$ cat src/rtl/teng_rx_decode_sm.sv
// teng_rx_decode_sm
// 10GBASE-R receive decoder. It classifies each 66-bit block, runs the receive
// state machine with a one-block lookahead, and drives XGMII lanes.
//
// Ports:
//   clk_i, rst_n          block clock, synchronous active-low reset
//   decode_data_i/_head_i block payload (bit 0 first on the line) and sync header
//   decode_data_vld_i     payload/header valid; the pipeline only advances on it
//   block_lock_i          block-lock level; low forces RX_INIT and flushes lookahead
//   err_cnt_clr_i         synchronous clear of err_cnt_o (wins over increment)
//   xgmii_rxd_o/_rxc_o    decoded XGMII data/control, lane 0 in the low byte
//   xgmii_vld_o           one-cycle strobe qualifying rxd/rxc
//   decode_error_o        strobed with any block emitted as an error block
//   err_cnt_o             saturating count of error blocks
//
// Build option: define TENG_RX_DESCRAMBLE_EN to pass the payload through the
// x^58+x^39+1 self-synchronous descrambler before decoding. Ports and latency
// do not change.
module teng_rx_decode_sm #(
    parameter int ERR_CNT_W    = 16,
    parameter bit LF_ON_UNLOCK = 1'b1
) (
    input  logic                 clk_i,
    input  logic                 rst_n,
    input  logic [63:0]          decode_data_i,
    input  logic [1:0]           decode_head_i,
    input  logic                 decode_data_vld_i,
    input  logic                 block_lock_i,
    input  logic                 err_cnt_clr_i,
    output logic [63:0]          xgmii_rxd_o,
    output logic [7:0]           xgmii_rxc_o,
    output logic                 xgmii_vld_o,
    output logic                 decode_error_o,
    output logic [ERR_CNT_W-1:0] err_cnt_o
);

    localparam logic [63:0] IDLE_RXD = 64'h07070707_07070707;
    localparam logic [63:0] ERR_RXD  = 64'hFEFEFEFE_FEFEFEFE;
    localparam logic [63:0] LF_RXD   = 64'h0100009C_0100009C;

    typedef enum logic [2:0] {RX_INIT, RX_C, RX_D, RX_T, RX_E} rx_state_t;
    typedef enum logic [2:0] {BLK_C, BLK_S, BLK_D, BLK_T, BLK_E} blk_cls_t;

    rx_state_t   state;
    logic        la_vld;
    logic [63:0] la_data;
    blk_cls_t    la_cls;

    logic [63:0] pay;
    blk_cls_t    in_cls;
    rx_state_t   nxt_state;
    logic [71:0] dec;
    logic        err_inc;

    // ------------------------------------------------------------------
    // Optional descrambler. Shift register holds previously received
    // scrambled bits, bit 0 the most recent.
    // ------------------------------------------------------------------
`ifdef TENG_RX_DESCRAMBLE_EN
    logic [57:0] scr_q;
    logic [57:0] scr_d;

    always_comb begin
        scr_d = scr_q;
        pay   = '0;
        for (int i = 0; i < 64; i++) begin
            pay[i] = decode_data_i[i] ^ scr_d[38] ^ scr_d[57];
            scr_d  = {scr_d[56:0], decode_data_i[i]};
        end
    end

    always_ff @(posedge clk_i) begin
        if (!rst_n)
            scr_q <= '0;
        else if (decode_data_vld_i)
            scr_q <= scr_d;
    end
`else
    assign pay = decode_data_i;
`endif

    // ------------------------------------------------------------------
    // Block helpers
    // ------------------------------------------------------------------
    function automatic logic [7:0] code_map(input logic [6:0] c);
        return (c == 7'h00) ? 8'h07 : 8'hFE;
    endfunction

    function automatic blk_cls_t classify(input logic [1:0] head, input logic [63:0] d);
        blk_cls_t c;
        logic     codes_ok;
        codes_ok = 1'b1;
        for (int i = 0; i < 8; i++)
            if (d[8+7*i +: 7] != 7'h00 && d[8+7*i +: 7] != 7'h1e)
                codes_ok = 1'b0;
        c = BLK_E;
        if (head == 2'b10)
            c = BLK_D;
        else if (head == 2'b01) begin
            case (d[7:0])
                8'h1e:        if (codes_ok) c = BLK_C;
                8'h4b:        if (d[35:32] == 4'h0) c = BLK_C;
                8'h33, 8'h78: c = BLK_S;
                8'h87, 8'h99, 8'haa, 8'hb4,
                8'hcc, 8'hd2, 8'he1, 8'hff: c = BLK_T;
                default:      c = BLK_E;
            endcase
        end
        return c;
    endfunction

    // Returns {rxc, rxd}. Only called for C/S/D/T blocks; E blocks always
    // land in RX_E and are replaced by the error pattern.
    function automatic logic [71:0] decode(input blk_cls_t c, input logic [63:0] d);
        logic [63:0] rxd;
        logic [7:0]  rxc;
        logic [2:0]  k;
        rxd = IDLE_RXD;
        rxc = 8'hFF;
        k   = 3'd7;
        if (c == BLK_D) begin
            rxd = d;
            rxc = 8'h00;
        end else begin
            case (d[7:0])
                8'h1e: for (int i = 0; i < 8; i++) rxd[8*i +: 8] = code_map(d[8+7*i +: 7]);
                8'h4b: begin
                    rxd[31:0] = {d[31:8], 8'h9C};
                    rxc       = 8'hF1;
                end
                8'h78: begin
                    rxd = {d[63:8], 8'hFB};
                    rxc = 8'h01;
                end
                8'h33: begin
                    for (int i = 0; i < 4; i++) rxd[8*i +: 8] = code_map(d[8+7*i +: 7]);
                    rxd[63:32] = {d[63:40], 8'hFB};
                    rxc        = 8'h1F;
                end
                default: begin
                    // Terminate: k data bytes precede /T/; trailing code fields ignored.
                    case (d[7:0])
                        8'h87:   k = 3'd0;
                        8'h99:   k = 3'd1;
                        8'haa:   k = 3'd2;
                        8'hb4:   k = 3'd3;
                        8'hcc:   k = 3'd4;
                        8'hd2:   k = 3'd5;
                        8'he1:   k = 3'd6;
                        default: k = 3'd7;
                    endcase
                    for (int i = 0; i < 7; i++)
                        if (i < int'(k)) rxd[8*i +: 8] = d[8+8*i +: 8];
                    rxd[8*k +: 8] = 8'hFD;
                    rxc           = 8'hFF << k;
                end
            endcase
        end
        return {rxc, rxd};
    endfunction

    // nb is the class of the lookahead block; a T is only legal ahead of S or C.
    function automatic rx_state_t next_state(input rx_state_t s, input blk_cls_t c,
                                             input blk_cls_t nb);
        rx_state_t n;
        logic      t_ok;
        t_ok = (c == BLK_T) && (nb == BLK_S || nb == BLK_C);
        n    = RX_E;
        case (s)
            RX_D: begin
                if (c == BLK_D)  n = RX_D;
                else if (t_ok)   n = RX_T;
            end
            RX_E: begin
                if (c == BLK_D)      n = RX_D;
                else if (c == BLK_C) n = RX_C;
                else if (t_ok)       n = RX_T;
            end
            default: begin
                if (c == BLK_C)      n = RX_C;
                else if (c == BLK_S) n = RX_D;
            end
        endcase
        return n;
    endfunction

    always_comb begin
        in_cls    = classify(decode_head_i, pay);
        nxt_state = next_state(state, la_cls, in_cls);
        dec       = decode(la_cls, la_data);
        err_inc   = block_lock_i && decode_data_vld_i && la_vld && (nxt_state == RX_E);
    end

    // ------------------------------------------------------------------
    // State machine, lookahead register and registered outputs
    // ------------------------------------------------------------------
    always_ff @(posedge clk_i) begin
        if (!rst_n) begin
            state          <= RX_INIT;
            la_vld         <= 1'b0;
            la_data        <= '0;
            la_cls         <= BLK_E;
            xgmii_rxd_o    <= IDLE_RXD;
            xgmii_rxc_o    <= 8'hFF;
            xgmii_vld_o    <= 1'b0;
            decode_error_o <= 1'b0;
            err_cnt_o      <= '0;
        end else begin
            xgmii_vld_o    <= 1'b0;
            decode_error_o <= 1'b0;

            if (err_cnt_clr_i)
                err_cnt_o <= '0;
            else if (err_inc && err_cnt_o != '1)
                err_cnt_o <= err_cnt_o + 1'b1;

            if (!block_lock_i) begin
                // Unlocked output is a status indication, not a decode error,
                // so it neither flags decode_error_o nor counts.
                state  <= RX_INIT;
                la_vld <= 1'b0;
                if (decode_data_vld_i) begin
                    xgmii_vld_o <= 1'b1;
                    xgmii_rxd_o <= LF_ON_UNLOCK ? LF_RXD : ERR_RXD;
                    xgmii_rxc_o <= LF_ON_UNLOCK ? 8'h11 : 8'hFF;
                end
            end else if (decode_data_vld_i) begin
                la_vld  <= 1'b1;
                la_data <= pay;
                la_cls  <= in_cls;
                if (la_vld) begin
                    state       <= nxt_state;
                    xgmii_vld_o <= 1'b1;
                    if (nxt_state == RX_E) begin
                        xgmii_rxd_o    <= ERR_RXD;
                        xgmii_rxc_o    <= 8'hFF;
                        decode_error_o <= 1'b1;
                    end else begin
                        {xgmii_rxc_o, xgmii_rxd_o} <= dec;
                    end
                end
            end
        end
    end

endmodule

$ cat config.mk
export PLATFORM = sky130hd
export DESIGN_NAME = teng_rx_decode_sm
export DESIGN_NICKNAME = d
export VERILOG_FILES = /design/src/rtl/teng_rx_decode_sm.sv
export SDC_FILE = /design/constraint.sdc
export NUM_CORES = 1
export LEC_CHECK = 0
export BUFFER_PORTS_ARGS = -buffer_cell sky130_fd_sc_hd__buf_2
export CAP_MARGIN = 40
export CORE_UTILIZATION = 51
export DETAILED_ROUTE_END_ITERATION = 8
export GPL_TIMING_DRIVEN = 0
export PLACE_DENSITY_LB_ADDON = 0.12
export SYNTH_ARGS = -nofsm -noshare
export SYNTH_HDL_FRONTEND = slang
export SYNTH_SLANG_ARGS = --single-unit
$ cat constraint.sdc
create_clock -name clk_i -period 3.4 [get_ports clk_i]
set_input_delay 0 -clock clk_i [delete_from_list [all_inputs] [get_ports clk_i]]
set_output_delay 0 -clock clk_i [all_outputs]
set_load 0.1 [all_outputs]
==> results of run 1 <==
-- routing by layer --
| metal | track usage (%) | wire length [um] | vias to the layer above | share of wire, % |
|---|---|---|---|---|
| li1 | - | - | 4535 | - |
| met1 | 49.3 | 13300 | 4606 | 41 |
| met2 | 61.1 | 14600 | 610 | 45 |
| met3 | 9.10 | 3380 | 113 | 10 |
| met4 | 19.9 | 1360 | 0 | 4.2 |
| met5 | 0 | 0 | - | 0 |
-- worst max-delay path, stage by stage (launching register included) --
cell and delay [ns]:
dfxtp_4 0.35, or4bb_4 0.57, o22a_1 0.20, o211ai_1 0.21, nand2b_1 0.16, inv_2 0.11
ha_2 0.20, inv_2 0.05, ha_4 0.31, nand2b_4 0.16, nor2_2 0.05, or4_1 0.48
a222oi_1 0.32, nand2_1 0.08
-- how the worst min path moves through the flow --
stage | startpoint | endpoint | depth (start not counted) | slack [ns]
2_1_floorplan | decode_data_i[18] | la_data[18]$_SDFFE_PN0P_ | 2 | 0.14
3_3_place_gp | decode_data_i[8] | la_data[8]$_SDFFE_PN0P_ | 3 | 0.26
3_5_place_dp | decode_data_i[41] | la_data[41]$_SDFFE_PN0P_ | 3 | 0.26
4_1_cts | decode_data_i[4] | la_data[4]$_SDFFE_PN0P_ | 4 | 0.01
5_1_grt | decode_data_i[4] | la_data[4]$_SDFFE_PN0P_ | 4 | 0.05
6_report | decode_data_i[4] | la_data[4]$_SDFFE_PN0P_ | 4 | 0.02
-- cells by family after synthesis --
group,count (synthesis),synth area share [%]
adders and majority gates,5,0.746
and+or+nand+nor,472,27.9
muxes,2,0.388
AOI/OAI and AO/OA,360,28.5
buffers and inverters,84,3.98
DFF,161,38.4
xor gates and xnor gates,1,0.104
-- sequential cells by signal, summed over array words and instances, names as in the netlist --
name / count
decode_error_o: 1
la_cls: 3
la_data: 64
xgmii_rxc_o: 8
err_cnt_o: 16
state: 3
la_vld: 1
xgmii_vld_o: 1
xgmii_rxd_o: 64
-- placed cells by master, fill, tap and decap left out, drive strengths merged, types with 15 or more instances in the layout --
master / n
nor3: 22
nand2: 233
nor4bb: 18
buf: 190
clkbuf: 71
dfxtp: 161
nor2: 52
nand3: 30
a22o: 15
a21oi: 134
nor4: 21
a211oi: 18
o31a: 24
dlygate4sd3: 68
nand2b: 19
o21ai: 55
a221oi: 15
-- cell type report --
cell class / instances / area, um^2 / share of cell area (%)
well taps: 216 / 270 / 2.47
multi-input cells: 840 / 4940 / 45.1
clock buffers: 19 / 453 / 4.14
flip-flops and latches: 161 / 3230 / 29.5
clock inverters: 12 / 156 / 1.43
plain buffers: 72 / 299 / 2.73
repair buffers: 239 / 1560 / 14.2
inverters: 10 / 37.5 / 0.343
-- stage by stage --
step	hold slack (ns)	TNS [ns]	instance area (um^2)	setup slack, ns	util (%)
after floorplan	0.136	0	8400	0.0253	-
after global placement	0.257	-27.60	9460	-0.502	59.1
after detailed placement	0.257	-9.02	9490	-0.374	59.3
after CTS	0.0121	0	10800	0.00320	67.7
after global routing	0.0531	-0.0890	10900	-0.0534	68.4
final	0.0196	0	10900	0.0266	68.4
-- repair_timing --
action / CTS / global route
buffers inserted: 3 / 4
gates resized for setup: 12 / 30
hold endpoints to repair: 68 / 0
setup endpoints to repair: 50 / 83
pin swaps: 5 / 9
hold buffers: 68 / 0
-- where the power goes --
part | total, uW | internal (uW) | switching, uW
logic | 851 | 240 | 611
registers | 2040 | 1960 | 79.2
clock network | 2020 | 1190 | 830
==> metrics.csv, run 1 <==
stage,metric,value,unit
power_and_ir_drop,pwr_density_cell,450,nW/um^2
route,antenna_left,0,
route,drc,0,
sta,setup_viol,0,
placement,place_congestion,1.02,
grt,grt_max_degree,17,
cts,h-tree-depth,4,
logic_synthesis,synth_commonest_cells,"233 x nand2_1, 161 x dfxtp_1, 134 x a21oi_1",
final_layout,drive_above_1_share,18.9,%
logic_synthesis,synth_most_common_cell,nand2_1,
logic_synthesis,ys.flop_type,dfxtp_1,
grt,grt_overflow,0,
floorplanning,core,16000,um^2
cts,clkLatencyLatePin,0.44,ns
sta,layout_min_cycle_time,3.37,ns
floorplanning,start_util,52.4,%
logic_synthesis,syn_area,8390,um^2
grt,grt_use_total,38.8,%
placement,place_inst,1464,
cts,path_clk_slew,0.07,ns
cts,cts.sinks,161,
power_and_ir_drop,p_total,4920,uW
floorplanning,die_h,130,um
outcome,status,finished clean,
logic_synthesis,yosys_register_bits,161,
hold_path,hp-class,in -> reg,
logic_synthesis,synth_nets,1161,
logic_synthesis,synth-async-reset-ratio,0,%
sta,layout_worst_path_cycle_share,99.2,%
route,vias,9864,
logic_synthesis,yosys.area.top_type,dfxtp_1,
grt,grt_pass1_vias,9021,
final_layout,nets,1417,
setup_path,crit_type,reg -> reg,
sta,worst_pin_slew,0.977,ns
run,cap_viol_max_count,0,
cts,cts_tree,done,
logic_synthesis,syn_inst,1085,
setup_path,worst_setup_path_endpoint,xgmii_rxd_o[42]$_SDFFE_PN1P_,
setup_path,startpoint_type,flip-flop,
setup_path,cp_max_fo,6,
sta,fmax,0.296,GHz
route,drt-pass1-iter-count,6,
setup_path,rr_worst_depth,13,
setup_path,critical_path_arrival,3.69,ns
power_and_ir_drop,vdd_drop_max,0.342,mV
sta,rsz0062_at_grt,true,
route,dr.first_iter.drc_count,1084,
setup_path,r2r-start,la_data[6]$_SDFFE_PN0P_,
sta,slew_violations,0,
sta,slew_headroom,34.3,%
cts,cts_root_buffer,clkbuf_16,
grt,antenna_found_initial,1,
sta,fin_skew,0.00610,ns
sta,hold_violations,0,
logic_synthesis,yosysSeqAreaShare,38.4,%
cts,cts_max_path_buffers,2,
logic_synthesis,yosysTopAreaCellShare,38.4,%
route,wire_per_inst,20.8,um
final_layout,syn2layout_area_growth,30.4,%
logic_synthesis,synth_edf_count,0,
floorplanning,die-area,17000,um^2
setup_path,r2r-end,xgmii_rxd_o[42]$_SDFFE_PN1P_,
logic_synthesis,synth_cell_type_count,74,
route,drt_wl_total,32600,um
floorplanning,die_w,130,um
route,routed_via_density,6.29,
setup_path,r2r_slack,0.03,ns
floorplanning,placementRows,46,
logic_synthesis,avgSynthCellArea,7.73,um^2
logic_synthesis,synth_area_leaders,"dfxtp_1 38%, nand2_1 10%, a21oi_1 8.0%",
cts,numCtsBuffers,17,
setup_path,cp-end-kind,flip-flop,
logic_synthesis,synth_warnings,0,
power_and_ir_drop,p_leak,0.00426,uW
final_layout,num_antenna_cells,0,
placement,hpwlAfterDp,23400,um
final_layout,n_fill_cell,1442,
placement,place.port_buffers,158,
setup_path,crit_start,la_data[6]$_SDFFE_PN0P_,
setup_path,cp.required,3.72,ns
final_layout,final_cells,1569,
floorplanning,pin_count,161,
grt,grt_pass1_wl,49100,um
No activity file was read; power rests on OpenSTA's default activity.
==> inputs of run 2 (changes only) <==
--- a/config.mk
+++ b/config.mk
@@ -7,6 +7,7 @@
 export LEC_CHECK = 0
 export BUFFER_PORTS_ARGS = -buffer_cell sky130_fd_sc_hd__buf_2
 export CAP_MARGIN = 40
+export CORE_ASPECT_RATIO = 1.5
 export CORE_UTILIZATION = 51
 export DETAILED_ROUTE_END_ITERATION = 8
 export GPL_TIMING_DRIVEN = 0
==> run 2 against run 1 <==
Cell area grew 0.30%. Combinational power grew 0.7%. Sequential power is essentially flat. Clock skew grew 0.0036 ns. Critical endpoint is now xgmii_rxd_o[24]$_SDFFE_PN1P_. Clock power shrank 5%. Global-route usage grew 0.41 points. Utilization shrank 0.30 points.
==> metrics.csv, run 2 (same netlist as run 1, synthesis figures left out) <==
stage,metric,value,unit,change
outcome,status,finished clean,,
route,wire_per_inst,21.5,um,+3.5%
setup_path,slowest_stage,or4bb_4,,
setup_path,slowest_delay,0.53,ns,-0.04 ns
cts,cts_tree,done,,
sta,slew_headroom,33.4,%,-0.84 points
route,dr.first_iter.drc_count,1175,,+8.4%
final_layout,final_cells,1562,,-0.45%
setup_path,cp_max_fo,7,,+1
power_and_ir_drop,p_leak,0.00426,uW,about the same
sta,fmax,0.294,GHz,-0.77%
power_and_ir_drop,p_switching,1570,uW,+3.4%
final_layout,num_antenna_cells,0,,unchanged
floorplanning,die_w,107,um,-18%
grt,grt_max_degree,17,,unchanged
grt,grt_pass1_vias,9377,,+3.9%
grt,grt_pass1_wl,50600,um,+3.2%
floorplanning,start_util,52.1,%,-0.38 points
sta,fin_skew,0.00968,ns,+0.00358 ns
final_layout,layout_common_cells,"233 x nand2_1, 169 x buf_2, 159 x dfxtp_1",,
sta,layout_worst_path_cycle_share,100,%,+0.77 points
power_and_ir_drop,pwr_density_cell,438,nW/um^2,-2.5%
setup_path,cp-end-kind,flip-flop,,
sta,fin_setup_tns,0,ns,unchanged
route,routed_via_density,6.35,,+1.0%
placement,place_congestion,1.01,,-0.21%
power_and_ir_drop,switching_share,32.7,%,+1.8 points
grt,antenna_found_initial,0,,-1
sta,layout_min_cycle_time,3.40,ns,+0.0262 ns
floorplanning,die-area,17000,um^2,about the same
power_and_ir_drop,vdd_drop_max,0.347,mV,+1.4%
setup_path,critPathTopFamily,simple AND/OR/NAND/NOR gates,,
setup_path,r2r_slack,0.0004,ns,-0.03 ns
route,vias,9919,,+0.56%
cts,numCtsBuffers,17,,unchanged
run,cap_viol_max_count,0,,unchanged
route,drt-pass1-iter-count,7,,+1
final_layout,final_common_cell,nand2_1,,
cts,cts_max_path_buffers,2,,unchanged
placement,hpwlAfterDp,24100,um,+3.2%
setup_path,cp_num_buf_inv,1,,-1
placement,place.port_buffers,158,,unchanged
setup_path,cp.required,3.68,ns,-0.04 ns
setup_path,path_cells,or4bb_4 -> o22a_1 -> o211a_1 -> a21boi_4 -> inv_4 -> ha_4 -> nand2b_1 -> nor2_1 -> or4_1 -> a22oi_2 -> o311ai_1,,
floorplanning,die_h,159,um,+22%
cts,cts.sinks,161,,unchanged
floorplanning,core,16100,um^2,+0.74%
route,drc,0,,unchanged
final_layout,utilization,68.1,%,-0.30 points
hold_path,hp-class,in -> reg,,
final_layout,nets,1419,,+0.14%
grt,grt_overflow,0,,unchanged
sta,worst_pin_slew,0.991,ns,+0.0139 ns
sta,rsz0062_at_grt,true,,
setup_path,crit_type,reg -> reg,,
final_layout,syn2layout_area_growth,30.8,%,
hold_path,hold_start,decode_data_i[2],,
sta,slew_violations,0,,unchanged
setup_path,r2r-start,la_data[6]$_SDFFE_PN0P_,,
power_and_ir_drop,seqPwrFrac,42.5,%,+1.0 points
route,antenna_left,0,,unchanged
setup_path,crit_start,la_data[6]$_SDFFE_PN0P_,,
placement,place_inst,1453,,-0.75%
final_layout,top_regs,"la_data: 64 flops, xgmii_rxd_o: 64 flops, err_cnt_o: 16 flops",,
power_and_ir_drop,p_clk_share,39.7,%,-1.5 points
cts,h-tree-depth,4,,unchanged
cts,cts_root_buffer,clkbuf_16,,
power_and_ir_drop,comb_power_share,17.8,%,+0.5 points
route,drt_wl_total,33600,um,+3.0%
sta,setup_viol,0,,unchanged
floorplanning,pin_count,161,,unchanged
cts,clkLatencyLatePin,0.44,ns,about the same
cts,path_clk_slew,0.06,ns,about the same
final_layout,drive_above_1_share,19.2,%,+0.25 points
power_and_ir_drop,p_int,3240,uW,-4.8%
setup_path,critical_path_arrival,3.68,ns,about the same
grt,grt_use_total,39.2,%,+0.41 points
sta,hold_violations,0,,unchanged
floorplanning,placementRows,57,,+24%
sta,hold_ws,0.0133,ns,-0.00633 ns
setup_path,startpoint_type,flip-flop,,
## run 2: cell types whose count changed in the layout (fill, tap and decap cells not counted), sizes merged, moves of 2 or more
cell	before	now
buf	190	192
inv	12	18
clkinv	6	2
clkinvlp	1	3
bufinv	3	1
## run 2: metal layers
metal	track usage, %	wire length (um)	vias to the layer above
met3	7.33	2740	132
met5	0	0	-
met2	64.5	16300	588
li1	-	-	4538
met1	46.5	12700	4661
met4	24.4	1870	0
## run 2: worst paths after layout
check                                 endpoint  cells past startpoint
setup / recovery  xgmii_rxd_o[24]$_SDFFE_PN1P_                     11
hold / removal         la_data[2]$_SDFFE_PN0P_                      4
setup reg to reg  xgmii_rxd_o[24]$_SDFFE_PN1P_                     11
hold reg to reg   xgmii_rxd_o[12]$_SDFFE_PN0P_                      2
## run 2: timing repair
item / 4_1_cts / 5_1_grt
buffers inserted: 6 / 4
endpoints found under the setup margin: 54 / 79
cloned: 0 / 0
gates resized for setup: 15 / 33
hold buffers: 68 / 0
endpoints found under the hold margin: 68 / 0
pin swaps: 7 / 6
## run 2: per-stage QoR
step           area [um^2]  setup WS [ns]  power [uW]
6_report             11000       0.000446        4810
5_1_grt              11000         -0.112        4950
4_1_cts              10800         0.0110        4780
3_5_place_dp          9480         -0.490        2850
3_3_place_gp          9450         -0.489        2840
2_1_floorplan         8400         0.0253        2620
## run 2: final cells by class
cell class                      count  area (um^2)
Clock inverter                     14          141
Clock buffer                       18          429
Multi-Input combinational cell    840         4980
Timing Repair Buffer              241         1590
Inverter                           10         40.0
Sequential cell                   161         3230
Fill cell                        1461         5140
Buffer                             72          299
Tap cell                          206          258
## run 2: power groups by stage
| stage | sequential, uW | combinational, uW | clock [uW] |
|---|---|---|---|
| finish | 2040 | 857 | 1910 |
| floorplan | 2350 | 270 | 0 |
| detailed placement | 2080 | 770 | 0 |
| global route | 2050 | 900 | 2010 |
| CTS | 2040 | 833 | 1910 |
| global placement | 2080 | 762 | 0 |
## run 2: tightest hold or removal path, delay by kind of cell
kind | cells | cell delay, ns
AO/OA/AOI/OAI | 1 | 0.05
buffers and inverters | 2 | 0.28
AND/OR/NAND/NOR | 1 | 0.07
